<file path="config.mk">
export PLATFORM = sky130hd
export DESIGN_NAME = uart_tx_param
export DESIGN_NICKNAME = d
export VERILOG_FILES = /design/src/rtl/uart_pkg.sv /design/src/rtl/uart_baud_tick.sv /design/src/rtl/uart_tx_param.sv
export SDC_FILE = /design/constraint.sdc
export NUM_CORES = 1
export LEC_CHECK = 0
export CORE_MARGIN = 3
export CORE_UTILIZATION = 55
export CTS_CLUSTER_DIAMETER = 50
export DETAILED_ROUTE_END_ITERATION = 10
export DONT_BUFFER_PORTS = 1
export PLACE_DENSITY = 0.74
export SKIP_LAST_GASP = 1
export SLEW_MARGIN = 20
export SYNTH_ARGS = -nofsm -noshare
export SYNTH_HDL_FRONTEND = slang
export SYNTH_HIERARCHICAL = 1
export SYNTH_SLANG_ARGS = --single-unit
</file>
<file path="constraint.sdc">
create_clock -name clk -period 7 [get_ports clk]
set_clock_uncertainty 0.2 [all_clocks]
set_input_delay 1.05 -clock clk [delete_from_list [all_inputs] [get_ports clk]]
set_output_delay 1.05 -clock clk [all_outputs]
set_load 0.005 [all_outputs]
</file>
<file path="src/rtl/uart_pkg.sv">
// uart_pkg
// Types and helpers shared by the UART transmitter and the future receiver.
// Contents:
//   PAR_NONE / PAR_ODD / PAR_EVEN : encodings of the PARITY parameter
//   uart_state_t                  : frame state enum (IDLE, START, DATA, PARITY, STOP)
//   clks_per_bit()                : clocks per bit, truncated integer divide
package uart_pkg;

    localparam int PAR_NONE = 0;
    localparam int PAR_ODD  = 1;
    localparam int PAR_EVEN = 2;

    typedef enum logic [2:0] {
        IDLE,
        START,
        DATA,
        PARITY,
        STOP
    } uart_state_t;

    function automatic int clks_per_bit(input int clk_freq, input int baud);
        return clk_freq / baud;
    endfunction

endpackage

</file>
<file path="src/rtl/uart_baud_tick.sv">
// uart_baud_tick
// Restartable bit-period divider. The counter runs 0..CLKS_PER_BIT-1 and
// wraps; tick is high during the last clock of each bit period.
// Ports:
//   clk     in  system clock, rising edge
//   rst     in  synchronous reset, active-low
//   restart in  forces the counter back to 0 on the next edge
//   tick    out high in the final cycle of a bit period
module uart_baud_tick #(
    parameter int CLKS_PER_BIT = 10
) (
    input  logic clk,
    input  logic rst,
    input  logic restart,
    output logic tick
);

    localparam int                CNT_W = $clog2(CLKS_PER_BIT);
    localparam logic [CNT_W-1:0]  LAST  = CNT_W'(CLKS_PER_BIT - 1);

    logic [CNT_W-1:0] cnt;

    // Bit timer: restart wins over the natural wrap so a new frame always
    // begins a fresh, full-length bit period.
    always_ff @(posedge clk) begin
        if (!rst) begin
            cnt <= '0;
        end else if (restart || cnt == LAST) begin
            cnt <= '0;
        end else begin
            cnt <= cnt + 1'b1;
        end
    end

    // Tick must not be masked by restart: the transmitter derives restart
    // from tick at the end of a frame when chaining back-to-back words.
    assign tick = (cnt == LAST);

endmodule

</file>
<file path="src/rtl/uart_tx_param.sv">
// uart_tx_param
// Parametrised UART transmitter with a one-word holding buffer, so a producer
// can hand over the next word while the current frame is still shifting out.
// Frame: start bit, DATA_BITS data bits LSB first, optional parity bit,
// STOP_BITS stop bits. Each bit lasts CLK_FREQ / BAUD_RATE clocks.
// Ports:
//   clk      in  system clock, rising edge
//   rst      in  synchronous reset, active-low (aborts any frame)
//   tx_data  in  word to send
//   tx_valid in  producer has a word
//   tx_ready out holding buffer empty; transfer when tx_valid && tx_ready
//   tx       out serial line, idles high (registered)
//   busy     out frame in progress or word pending (registered)
module uart_tx_param
    import uart_pkg::*;
#(
    parameter int CLK_FREQ  = 50_000_000,
    parameter int BAUD_RATE = 9_600,
    parameter int DATA_BITS = 8,
    parameter int PARITY    = 0,
    parameter int STOP_BITS = 1
) (
    input  logic                 clk,
    input  logic                 rst,
    input  logic [DATA_BITS-1:0] tx_data,
    input  logic                 tx_valid,
    output logic                 tx_ready,
    output logic                 tx,
    output logic                 busy
);

    localparam int               CLKS_PER_BIT = clks_per_bit(CLK_FREQ, BAUD_RATE);
    localparam int               IDX_W        = $clog2(DATA_BITS + 1);
    localparam logic [IDX_W-1:0] LAST_DATA    = IDX_W'(DATA_BITS - 1);
    localparam logic [IDX_W-1:0] LAST_STOP    = IDX_W'(STOP_BITS - 1);
    localparam bit               HAS_PARITY   = (PARITY != PAR_NONE);

    // Reject illegal frame formats at elaboration rather than producing
    // a transmitter with silently wrong timing.
    generate
        if (CLKS_PER_BIT < 2) begin : g_bad_baud
            $error("uart_tx_param: CLK_FREQ / BAUD_RATE must be at least 2");
        end
        if (DATA_BITS < 5 || DATA_BITS > 9) begin : g_bad_data_bits
            $error("uart_tx_param: DATA_BITS must be 5..9");
        end
        if (PARITY < PAR_NONE || PARITY > PAR_EVEN) begin : g_bad_parity
            $error("uart_tx_param: PARITY must be 0, 1 or 2");
        end
        if (STOP_BITS < 1 || STOP_BITS > 2) begin : g_bad_stop_bits
            $error("uart_tx_param: STOP_BITS must be 1 or 2");
        end
    endgenerate

    uart_state_t          state_q, state_d;
    logic [DATA_BITS-1:0] shift_q, shift_d;
    logic [IDX_W-1:0]     bit_idx_q, bit_idx_d;
    logic                 par_q, par_d;
    logic [DATA_BITS-1:0] hold_data_q, hold_data_d;
    logic                 hold_full_q, hold_full_d;
    logic                 tx_d;
    logic                 load;
    logic                 tick;
    logic                 restart;

    // Keeping the timer parked at 0 while idle means a load always starts
    // a full start bit; the explicit restart on load covers the chained case.
    assign restart = load || (state_q == IDLE);

    uart_baud_tick #(
        .CLKS_PER_BIT (CLKS_PER_BIT)
    ) u_baud_tick (
        .clk     (clk),
        .rst     (rst),
        .restart (restart),
        .tick    (tick)
    );

    // Next-state logic. bit_idx counts data bits in DATA and stop bits in
    // STOP. A load out of the last stop cycle jumps straight to START so
    // back-to-back frames have no idle gap. tx is computed from the next
    // state so the registered line changes on the same edge as the state.
    always_comb begin
        state_d     = state_q;
        shift_d     = shift_q;
        bit_idx_d   = bit_idx_q;
        par_d       = par_q;
        hold_data_d = hold_data_q;
        hold_full_d = hold_full_q;
        load        = 1'b0;
        tx_d        = 1'b1;

        case (state_q)
            IDLE: begin
                if (hold_full_q) begin
                    load = 1'b1;
                end
            end
            START: begin
                if (tick) begin
                    state_d = DATA;
                end
            end
            DATA: begin
                if (tick) begin
                    shift_d = shift_q >> 1;
                    if (bit_idx_q == LAST_DATA) begin
                        bit_idx_d = '0;
                        state_d   = HAS_PARITY ? uart_pkg::PARITY : STOP;
                    end else begin
                        bit_idx_d = bit_idx_q + 1'b1;
                    end
                end
            end
            uart_pkg::PARITY: begin
                if (tick) begin
                    state_d = STOP;
                end
            end
            STOP: begin
                if (tick) begin
                    if (bit_idx_q == LAST_STOP) begin
                        bit_idx_d = '0;
                        if (hold_full_q) begin
                            load = 1'b1;
                        end else begin
                            state_d = IDLE;
                        end
                    end else begin
                        bit_idx_d = bit_idx_q + 1'b1;
                    end
                end
            end
            default: begin
                state_d = IDLE;
            end
        endcase

        // Parity is fixed at load time from the whole word, before any shifting.
        if (load) begin
            state_d     = START;
            shift_d     = hold_data_q;
            bit_idx_d   = '0;
            hold_full_d = 1'b0;
            par_d       = (PARITY == PAR_ODD) ? ~(^hold_data_q) : ^hold_data_q;
        end

        // Accept only when the buffer is empty; load needs it full, so the
        // two never happen on the same edge.
        if (tx_valid && tx_ready) begin
            hold_data_d = tx_data;
            hold_full_d = 1'b1;
        end

        case (state_d)
            START:            tx_d = 1'b0;
            DATA:             tx_d = shift_d[0];
            uart_pkg::PARITY: tx_d = par_d;
            default:          tx_d = 1'b1;
        endcase
    end

    // State and output registers. Reset drops any frame and any pending
    // word and returns the line to idle on the same edge.
    always_ff @(posedge clk) begin
        if (!rst) begin
            state_q     <= IDLE;
            shift_q     <= '0;
            bit_idx_q   <= '0;
            par_q       <= 1'b0;
            hold_data_q <= '0;
            hold_full_q <= 1'b0;
            tx          <= 1'b1;
            tx_ready    <= 1'b1;
            busy        <= 1'b0;
        end else begin
            state_q     <= state_d;
            shift_q     <= shift_d;
            bit_idx_q   <= bit_idx_d;
            par_q       <= par_d;
            hold_data_q <= hold_data_d;
            hold_full_q <= hold_full_d;
            tx          <= tx_d;
            tx_ready    <= ~hold_full_d;
            busy        <= (state_d != IDLE) || hold_full_d;
        end
    end

endmodule
</file>
# After elaboration in Yosys (flattened, before gate mapping)
# Cells that the tools add are included.
[word_totals]
reg_bits = 41
inputBits = 11
out_inout_bits = 3
elab_cells = 66
[op_classes]
addsub = 2
n_eq_ne = 11
mux = 25
n_bitwise = 2
reduce_logical = 15
[ops]
columns = ["cell", "n"]
rows = [
  ["$mux 3", 8],
  ["$mux 8", 3],
  ["$mux 4", 4],
  ["$pmux 3 s5", 1],
  ["$add 13x1->13 const B", 1],
  ["$eq 13x13->1 const B", 1],
  ["$eq 3x2->1 const B", 4],
  ["$pmux 4 s2", 1],
  ["$reduce_xor 8->1", 1],
  ["$eq 3x1->1 const B", 2],
  ["$mux 1", 6],
  ["$reduce_bool 2->1", 3],
  ["$add 4x1->4 const B", 1],
  ["$eq 4x3->1 const B", 1],
  ["$logic_not 4->1", 1],
  ["$ne 2x2->1 const B", 2],
  ["$reduce_or 2->1", 2],
  ["$eq 3x3->1 const B", 1],
  ["$logic_not 3->1", 1],
  ["$logic_or 1x1->1", 3],
  ["$pmux 1 s3", 1],
  ["$reduce_and 3->1", 1],
  ["$reduce_bool 3->1", 1],
  ["$not 1->1", 2],
  ["3 further kinds", 3],
]

# Longest topological paths before layout
# Gate-level depths: netlist (run 1).
[logic_depth]
word_depth = 7
ltp_mapped = 10
mapped_depth_nobuf = 9

# Hierarchy
# Netlist (run 1), hierarchy kept.
[by_module_without_submodules]
columns = ["module", "instances", "cells_per_inst", "area_per_inst_um2"]
rows = [
  ["uart_tx_param", 1, 150, 1370.1],
  ["uart_baud_tick", 1, 72, 721.9],
]

# Least setup slack after synthesis (run 1)
# Ideal clock, no wire load.
[synth_path]
kind = "flip-flop to flip-flop"
start = "reg u_baud_tick.cnt[3]"
end = "reg u_baud_tick.cnt[2]"
setup_time_ns = 0.140
t_arrival_ns = 2.727
t_required_ns = 6.660
slack_ns = 3.933
path_stages_with_launch = 11
path_cell_list = "dfxtp_1 > buf_2 > or4b_1 > nor4b_1 > and4bb_1 > o21ai_2 > clkbuf_1 > o21ai_1 > nand2b_1 > buf_1 > nor3_2"
[synth_via]
elab_chain_cells = 6
[synth_rtl]
columns = ["element", "line_no", "rtl"]
rows = [
  ["start, declared", "uart_baud_tick.sv:21", "logic [CNT_W-1:0] cnt;"],
  ["start signal, assigned", "uart_baud_tick.sv:31", "cnt <= cnt + 1'b1;"],
  ["$eq 13x13->1", "uart_baud_tick.sv:37", "assign tick = (cnt == LAST);"],
  ["named net tick", "uart_tx_param.sv:63", "logic tick;"],
  ["$mux 1", "uart_tx_param.sv:121", "if (tick) begin"],
  ["$pmux 1 s2", "uart_tx_param.sv:93", "case (state_q)"],
  ["$logic_or 1x1->1", "uart_tx_param.sv:68", "assign restart = load || (state_q == IDLE);"],
  ["named net restart", "uart_tx_param.sv:64", "logic restart;"],
  ["$logic_or 1x1->1", "uart_baud_tick.sv:28", "end else if (restart || cnt == LAST) begin"],
  ["$reduce_or 2->1 (no line)", "--", ""],
]
# The timed path passes the listed nets, and every way through them passes these cells.
# A chain may end at the register's enable or synchronous reset.

# Final worst setup path (run 1)
[layout_path]
start = "reg u_baud_tick.cnt[3]"
end = "reg tx"
[layout_via]
elab_chain_cells = 6
elab_cells_between_ends = 17
[layout_rtl]
columns = ["element", "line_no", "rtl"]
rows = [
  ["$eq 13x13->1 (*)", "uart_baud_tick.sv:37", ""],
  ["named net tick", "uart_tx_param.sv:63", ""],
  ["$mux 3 (tied with other cells)", "uart_tx_param.sv:121", ""],
  ["$pmux 3 s5 / $pmux 1 s2 (equally long branches)", "uart_tx_param.sv:93", ""],
  ["$mux 3", "uart_tx_param.sv:140", "if (load) begin"],
  ["$eq 3x2->1 / $eq 3x1->1 (equally long branches)", "uart_tx_param.sv:155", "case (state_d)"],
  ["$pmux 1 s3 (*)", "uart_tx_param.sv:155", ""],
  ["end signal, assigned", "uart_tx_param.sv:183", "tx <= tx_d;"],
  ["end, declared", "uart_tx_param.sv:28", "output logic tx,"],
]
# The timed path passes the listed nets; every way through them passes the cells marked *. The select of a mux whose other input is x is not followed.

==> results of run 1 <==
Yosys cell counts (all sizes together), types with 2 or more instances:
| cell type | instances | area share |
|---|---|---|
| dfxtp | 41 | 0.39 |
| nand2 | 26 | 0.047 |
| nand3 | 14 | 0.033 |
| a21boi | 10 | 0.036 |
| o21ai | 10 | 0.026 |
| xnor2 | 10 | 0.042 |
| mux2i | 9 | 0.043 |
| inv | 7 | 0.013 |
| a211oi | 6 | 0.036 |
| nor2 | 6 | 0.011 |
| nor3 | 6 | 0.026 |
| o211a | 6 | 0.029 |
| buf | 5 | 0.016 |
| clkbuf | 5 | 0.0090 |
| a31oi | 4 | 0.012 |
| and2 | 4 | 0.012 |
| nand2b | 4 | 0.012 |
| nand4 | 4 | 0.015 |
| nor4 | 4 | 0.019 |
| a21oi | 3 | 0.0072 |
| ha | 3 | 0.018 |
| mux2 | 3 | 0.018 |
| nor3b | 3 | 0.013 |
| or2 | 3 | 0.0090 |
| or3 | 3 | 0.0090 |
| nand3b | 2 | 0.0072 |
| nor4b | 2 | 0.0084 |
| o31ai | 2 | 0.0072 |
| or4 | 2 | 0.0072 |
| or4b | 2 | 0.011 |
tightest hold or removal path, stage by stage (launching register included):
cell and delay [ns]:
dfxtp_1 0.33, nand2_1 0.06, a21boi_1 0.06
worst min path at each step:
stage	startpoint	end	slack, ns
after floorplan	u_baud_tick/cnt[0]$_SDFF_PP0_	u_baud_tick/cnt[0]$_SDFF_PP0_	0.25
after global placement	u_baud_tick/cnt[0]$_SDFF_PP0_	u_baud_tick/cnt[0]$_SDFF_PP0_	0.27
after detailed placement	hold_data_q[2]$_SDFFE_PN0P_	hold_data_q[2]$_SDFFE_PN0P_	0.28
after CTS	hold_data_q[2]$_SDFFE_PN0P_	hold_data_q[2]$_SDFFE_PN0P_	0.29
after global routing	shift_q[7]$_SDFFE_PN0P_	shift_q[7]$_SDFFE_PN0P_	0.32
final	hold_data_q[2]$_SDFFE_PN0P_	hold_data_q[2]$_SDFFE_PN0P_	0.29
flip-flops by register name, indices dropped and copies added (netlist names), 3 cells and up:
| name | cells |
|---|---|
| u_baud_tick/cnt | 13 |
| hold_data_q | 8 |
| shift_q | 8 |
| bit_idx_q | 4 |
| state_q | 3 |
cells by family (layout without fill, tap and decap cells):
family	count (synthesis)	count (layout)	synth area share
AND/OR/NAND/NOR	92	92	0.272
flip-flops	41	41	0.392
AO/OA/AOI/OAI	46	46	0.174
adder cells (fa/ha/maj)	3	3	0.0179
buffers and inverters	17	15	0.0371
XOR/XNOR	11	11	0.0461
multiplexers	12	12	0.0610
layout make-up:
cell class | instances | area share
Clock inverter | 2 | 0.0175
Sequential cell | 41 | 0.370
Multi-Input combinational cell | 164 | 0.542
Tap cell | 46 | 0.0260
Clock buffer | 6 | 0.0327
Inverter | 7 | 0.0119
metrics by stage:
stage	cell area (sq um)	instances	setup slack [ns]	util	power (mW)
2_1_floorplan	2090	222	3.93	-	0.282
3_3_place_gp	2100	258	3.33	0.602	0.286
3_5_place_dp	2100	258	3.19	0.602	0.287
4_1_cts	2220	266	3.16	0.634	0.473
5_1_grt	2220	266	2.91	0.634	0.491
6_report	2220	266	3.17	0.634	0.468
layer usage:
layer  wire length, um  track usage
met5                 0            0
met4                36       0.0633
met3               114       0.0516
met2              2000        0.344
met1              1680        0.237
placed cells by master, fill, tap and decap left out, types with 3 or more instances in the layout:
| cell type | Yosys | layout |
|---|---|---|
| a211oi_2 | 6 | 6 |
| a21boi_1 | 10 | 10 |
| a21oi_1 | 3 | 3 |
| a31oi_1 | 4 | 4 |
| and2_1 | 4 | 4 |
| clkbuf_8 | 0 | 5 |
| dfxtp_1 | 41 | 41 |
| ha_1 | 3 | 3 |
| inv_1 | 7 | 7 |
| mux2i_1 | 9 | 9 |
| nand2_1 | 26 | 26 |
| nand2b_1 | 4 | 4 |
| nand3_1 | 14 | 14 |
| nand4_1 | 3 | 3 |
| nor2_1 | 6 | 6 |
| nor3_2 | 5 | 5 |
| nor4_1 | 3 | 3 |
| o211a_1 | 6 | 6 |
| o21ai_0 | 6 | 6 |
| o21ai_1 | 3 | 3 |
| or3_1 | 3 | 3 |
| xnor2_1 | 10 | 10 |
power groups by stage:
stage | Combinational (mW) | Sequential (mW) | Clock (mW)
global route | 0.0372 | 0.251 | 0.203
floorplan | 0.0302 | 0.252 | 0
CTS | 0.0329 | 0.249 | 0.191
finish | 0.0325 | 0.249 | 0.187
global placement | 0.0317 | 0.254 | 0
detailed placement | 0.0326 | 0.254 | 0
==> flow_summary.ini, run 1 <==
[outcome]
status = complete, no violations

[global_route]
grt_pass1_vias = 1546
gr-total-overflow = 0
antenna_found_initial = 0
grt_max_degree = 26
grt_use_total = 0.198
grt_pass1_wl_um = 6880

[timing]
worst_slew_pin_slew_ns = 1.03
fin_crit_sh = 0.547
max_freq_mhz = 261
slew_violations = 0
finalSetupTns_ns = 0
rsz0062_at_grt = no
whs_ns = 0.290
finalCriticalPeriod_ns = 3.83
hold_violations = 0
slew_headroom = 0.300
setup_viol = 0

[yosys]
synth_warnings = 6
synth_seq_area_share = 0.392
synth_ff_type = dfxtp_1
synth_edf_count = 0
syn-instance-count = 222
synth-async-reset-ratio = 0
synth_area_sq_um = 2090
synth-seq-cells = 41
synthesis.nets = 236
avgSynthCellArea_sq_um = 9.42
synthDistinctLibCells = 55

[setup_path]
cp.required_ns = 6.98
endpoint_kind = register
r2r_cells = 7
crit_end = tx$_SDFF_PN1_
worstPathArrival_ns = 3.81
crit_family = simple AND/OR/NAND/NOR gates
path_max_fanout = 8
slowest_stage = nor4bb_2
timing.rr.end = tx$_SDFF_PN1_
r2r-start = u_baud_tick/cnt[3]$_SDFF_PP0_
crit_start = u_baud_tick/cnt[3]$_SDFF_PP0_
path_class = reg2reg
max_stage_delay_ns = 1.01
ff2ff_setup_slack_ns = 3.17
critPathLaunchType = register
path_buf_inv = 0
worstSetupPathDepth = 7
crit_path_cell_trace = or4b_1 > nor4b_1 > nor4bb_2 > mux2_4 > mux2i_1 > a21boi_1 > a311o_1

[cts]
cts_tree = yes
cts-resized-gates = 0
cts_inserted_buffers = 5
post-cts-setup-buffer-count = 0
cts_max_path_buffers = 2
clk_latency_ns = 0.29
cts_num_sinks = 41
clk_pin_slew_worst_paths_ns = 0.08
clock-root-buffer = clkbuf_8
hold_buffers = 0
h-tree-depth = 2

[power_and_ir_drop]
ir_drop_v = 0.000157
leakage_nw = 0.783
pwr-share-seq = 0.532
p_int_mw = 0.365
switchingPower_mw = 0.103
swShare = 0.221
pwr-share-clk = 0.399
power.density_nw_per_um2 = 211
power.share.combinational = 0.069

[drt]
ant_nets = 0
wire_per_inst_um = 14.4
dr.pass1.iters = 4
num_vias = 1610
drt-vias-per-instance = 6.05
drtIter0Drc = 53
drc = 0
wl_um = 3830

[final_layout]
multi_input_area_sq_um = 1200
layout.nets = 233
drive_above_1_share = 0.136
antenna_cells = 0
nFillCells = 294
seqCellArea_sq_um = 821
syn2layout_area_growth_pct = 5.92

[die]
pin_count = 14
coreArea_sq_um = 3490
row_count = 21
die_x_um = 67.7
start_util = 0.599
die_h_um = 67.7
die_area_sq_um = 4580

[run]
max_cap_viol_count = 0

[placement]
port_buffers = 0
dpl.hpwl_um = 2810
gp_congestion = 0.870

[hold_path]
hold_depth = 2
hold_path.class = reg2reg
No activity file was read; power rests on OpenSTA's default activity.
==> inputs of run 2 (changes only) <==
--- a/config.mk
+++ b/config.mk
@@ -5,6 +5,7 @@
 export SDC_FILE = /design/constraint.sdc
 export NUM_CORES = 1
 export LEC_CHECK = 0
+export ABC_AREA = 1
 export CORE_MARGIN = 3
 export CORE_UTILIZATION = 55
 export CTS_CLUSTER_DIAMETER = 50
==> constraint.sdc (replaced) <==
create_clock -name clk -period 4 [get_ports clk]
set_clock_uncertainty 0.2 [all_clocks]
set_input_delay 0.6 -clock clk [delete_from_list [all_inputs] [get_ports clk]]
set_output_delay 0.6 -clock clk [all_outputs]
set_load 0.005 [all_outputs]
==> run 2 against run 1 <==
  * Die area increased by 1.3%
  * First-iteration DRC count increased to 2.6 times the previous value
  * Sequential share of layout area decreased by 0.45 points
  * Clock power increased by 52%
  * Global-route usage increased by 1.5 points
  * Routed wire length increased by 7.8%
  * Final cell count increased by 39%
  * Non-clock buffer count unchanged
  * Critical endpoint unchanged
==> flow_summary.ini, run 2 <==
[yosys]
synth-async-reset-ratio = 0
synth.area.top_cells = dfxtp_1 39%, nand2_1 19%, inv_1 6.5%
synthDistinctLibCells = 25
synth_edf_count = 0
synth_top_area_frac = 0.387
yosys-top-cells-count = 106 x nand2_1, 41 x dfxtp_1, 37 x inv_1
synthAdderAreaFrac = 0.0177
synth_area_sq_um = 2120
synth_compound_area_frac = 0.108
synth_warnings = 6
avgSynthCellArea_sq_um = 6.63
syn-instance-count = 320
synth.most_common_cell = nand2_1
synth_top_area_cell = dfxtp_1
synth-xor-area-share = 0.0248
synth_top_family_by_area = simple AND/OR/NAND/NOR gates
synthMuxAreaShare = 0
synth_ff_type = dfxtp_1
synth-simple-area-share = 0.379
synthesis.nets = 334
synth-seq-cells = 41
synth_seq_area_share = 0.387

[outcome]
status = complete, no violations

[drt]
drtIter0Drc = 137
num_vias = 1909
wire_per_inst_um = 11.2
wl_um = 4130
ant_nets = 0
drc = 0
dr.pass1.iters = 4
drt-vias-per-instance = 5.17

[placement]
dpl.hpwl_um = 3130
placed_cells = 361
place_area_sq_um = 2150
place_ws_ns = 1.67
port_buffers = 0
gp_congestion = 0.877

[final_layout]
top_register = u_baud_tick/cnt
drive_above_1_share = 0.0712
biggestRegsByFlops = u_baud_tick/cnt x13, hold_data_q x8, shift_q x8
final_common_cell = nand2_1
largest_reg_flops = 13
antenna_cells = 0
layout.nets = 336
layout_common_cells = 106 x nand2_1, 41 x dfxtp_1, 37 x inv_1, 35 x nor2_1, 25 x a21oi_1
syn2layout_area_growth_pct = 5.72
stdcell_count = 369
fin_area_sq_um = 2240

[cts]
h-tree-depth = 2
clk_latency_ns = 0.31
cts_inserted_buffers = 5
clk_pin_slew_worst_paths_ns = 0.09
cts_max_path_buffers = 2
post-cts-setup-buffer-count = 0
hold_buffers = 0
cts_tree = yes
cts-resized-gates = 0
clock-root-buffer = clkbuf_8
cts_num_sinks = 41

[timing]
slew_headroom = 0.685
slew_violations = 0
max_freq_mhz = 424
fin_crit_sh = 0.589
hold_violations = 0
setup_viol = 0
finalSetupTns_ns = 0
fin_ws_ns = 1.64
rsz0062_at_grt = no
worst_slew_pin_slew_ns = 0.471
finalCriticalPeriod_ns = 2.36

[setup_path]
cpMostUsedCell = nand3_1
crit_family = simple AND/OR/NAND/NOR gates
max_stage_delay_ns = 0.38
crit_path_cell_trace = ha_1 > nand2_1 > nor2_1 > nand3_1 > inv_1 > inv_2 > nor3_4 > nor2_1 > o21ai_1 > nand3_1 > nand3_1
path_max_fanout = 9
r2r-start = u_baud_tick/cnt[0]$_SDFF_PP0_
cp.required_ns = 4.05
path_class = reg2reg
critPathLaunchType = register
crit_start = u_baud_tick/cnt[0]$_SDFF_PP0_
worstPathArrival_ns = 2.41
endpoint_kind = register
slowest_stage = dfxtp_1
path_buf_inv = 2

[power_and_ir_drop]
pwr-share-clk = 0.358
ir_drop_v = 0.000255
power_mw = 0.795
p_int_mw = 0.575
leakage_nw = 0.916
swShare = 0.276
switchingPower_mw = 0.219
power.share.combinational = 0.093
power.density_nw_per_um2 = 354
pwr-share-seq = 0.548

[hold_path]
hold_start = rst
hold_path.class = in2reg

[global_route]
grt_max_degree = 18
grt_use_total = 0.213
grt_pass1_wl_um = 7440
grt_pass1_vias = 1768
antenna_found_initial = 0
gr-total-overflow = 0

[die]
pin_count = 14
start_util = 0.603
die_area_sq_um = 4640
coreArea_sq_um = 3520
die_x_um = 68.1
die_h_um = 68.1
row_count = 21

[run]
max_cap_viol_count = 0
-- run 2: cell types whose count changed after synthesis, sizes merged, moves of 5 or more --
cell	change
inv	+32
mux2i	-9
a21oi	+22
nor2	+36
a211oi	-6
nor3	-5
o211a	-6
nand2	+84
xnor2	-8
nand3	+9
-- run 2: worst paths after layout --
path,slack [ns],end,cells after the start
max,1.64,tx$_SDFF_PN1_,11
min,0.19,tx_ready$_SDFF_PN1_,1
max reg2reg,1.64,tx$_SDFF_PN1_,11
min reg2reg,0.27,u_baud_tick/cnt[0]$_SDFF_PP0_,1
-- run 2: final cells by class --
cell class	instances	area, sq um
fillers	334	1280
multi-input cells	235	1120
flip-flops and latches	41	821
inverters	39	146
clock buffers	5	68.8
well taps	46	57.6
clock inverters	3	25.0
-- run 2: kinds of logic (layout without fill, tap and decap cells) --
| logic type | Yosys count | after routing |
|---|---|---|
| fa+ha+maj | 3 | 3 |
| flops | 41 | 41 |
| compound gates | 43 | 43 |
| buf+inv | 44 | 47 |
| simple gates | 183 | 183 |
| xor+xnor | 6 | 6 |
-- run 2: routing by layer --
layer	global-route usage	share of wire
met5	0	0
met4	0.0868	0.015
met3	0.0657	0.050
met2	0.356	0.47
met1	0.253	0.46
-- run 2: stage by stage --
stage / hold WS, ns / util
2_1_floorplan: 0.230 / -
3_5_place_dp: 0.252 / 0.611
4_1_cts: 0.178 / 0.637
3_3_place_gp: 0.240 / 0.611
6_report: 0.191 / 0.637
5_1_grt: 0.181 / 0.637
-- run 2: power groups by stage --
stage | Combinational [mW] | Clock, mW | Sequential [mW]
after floorplan | 0.0638 | 0 | 0.441
final | 0.0741 | 0.285 | 0.436
after global routing | 0.0873 | 0.311 | 0.438
after global placement | 0.0735 | 0 | 0.445
after CTS | 0.0745 | 0.295 | 0.436
after detailed placement | 0.0743 | 0 | 0.445
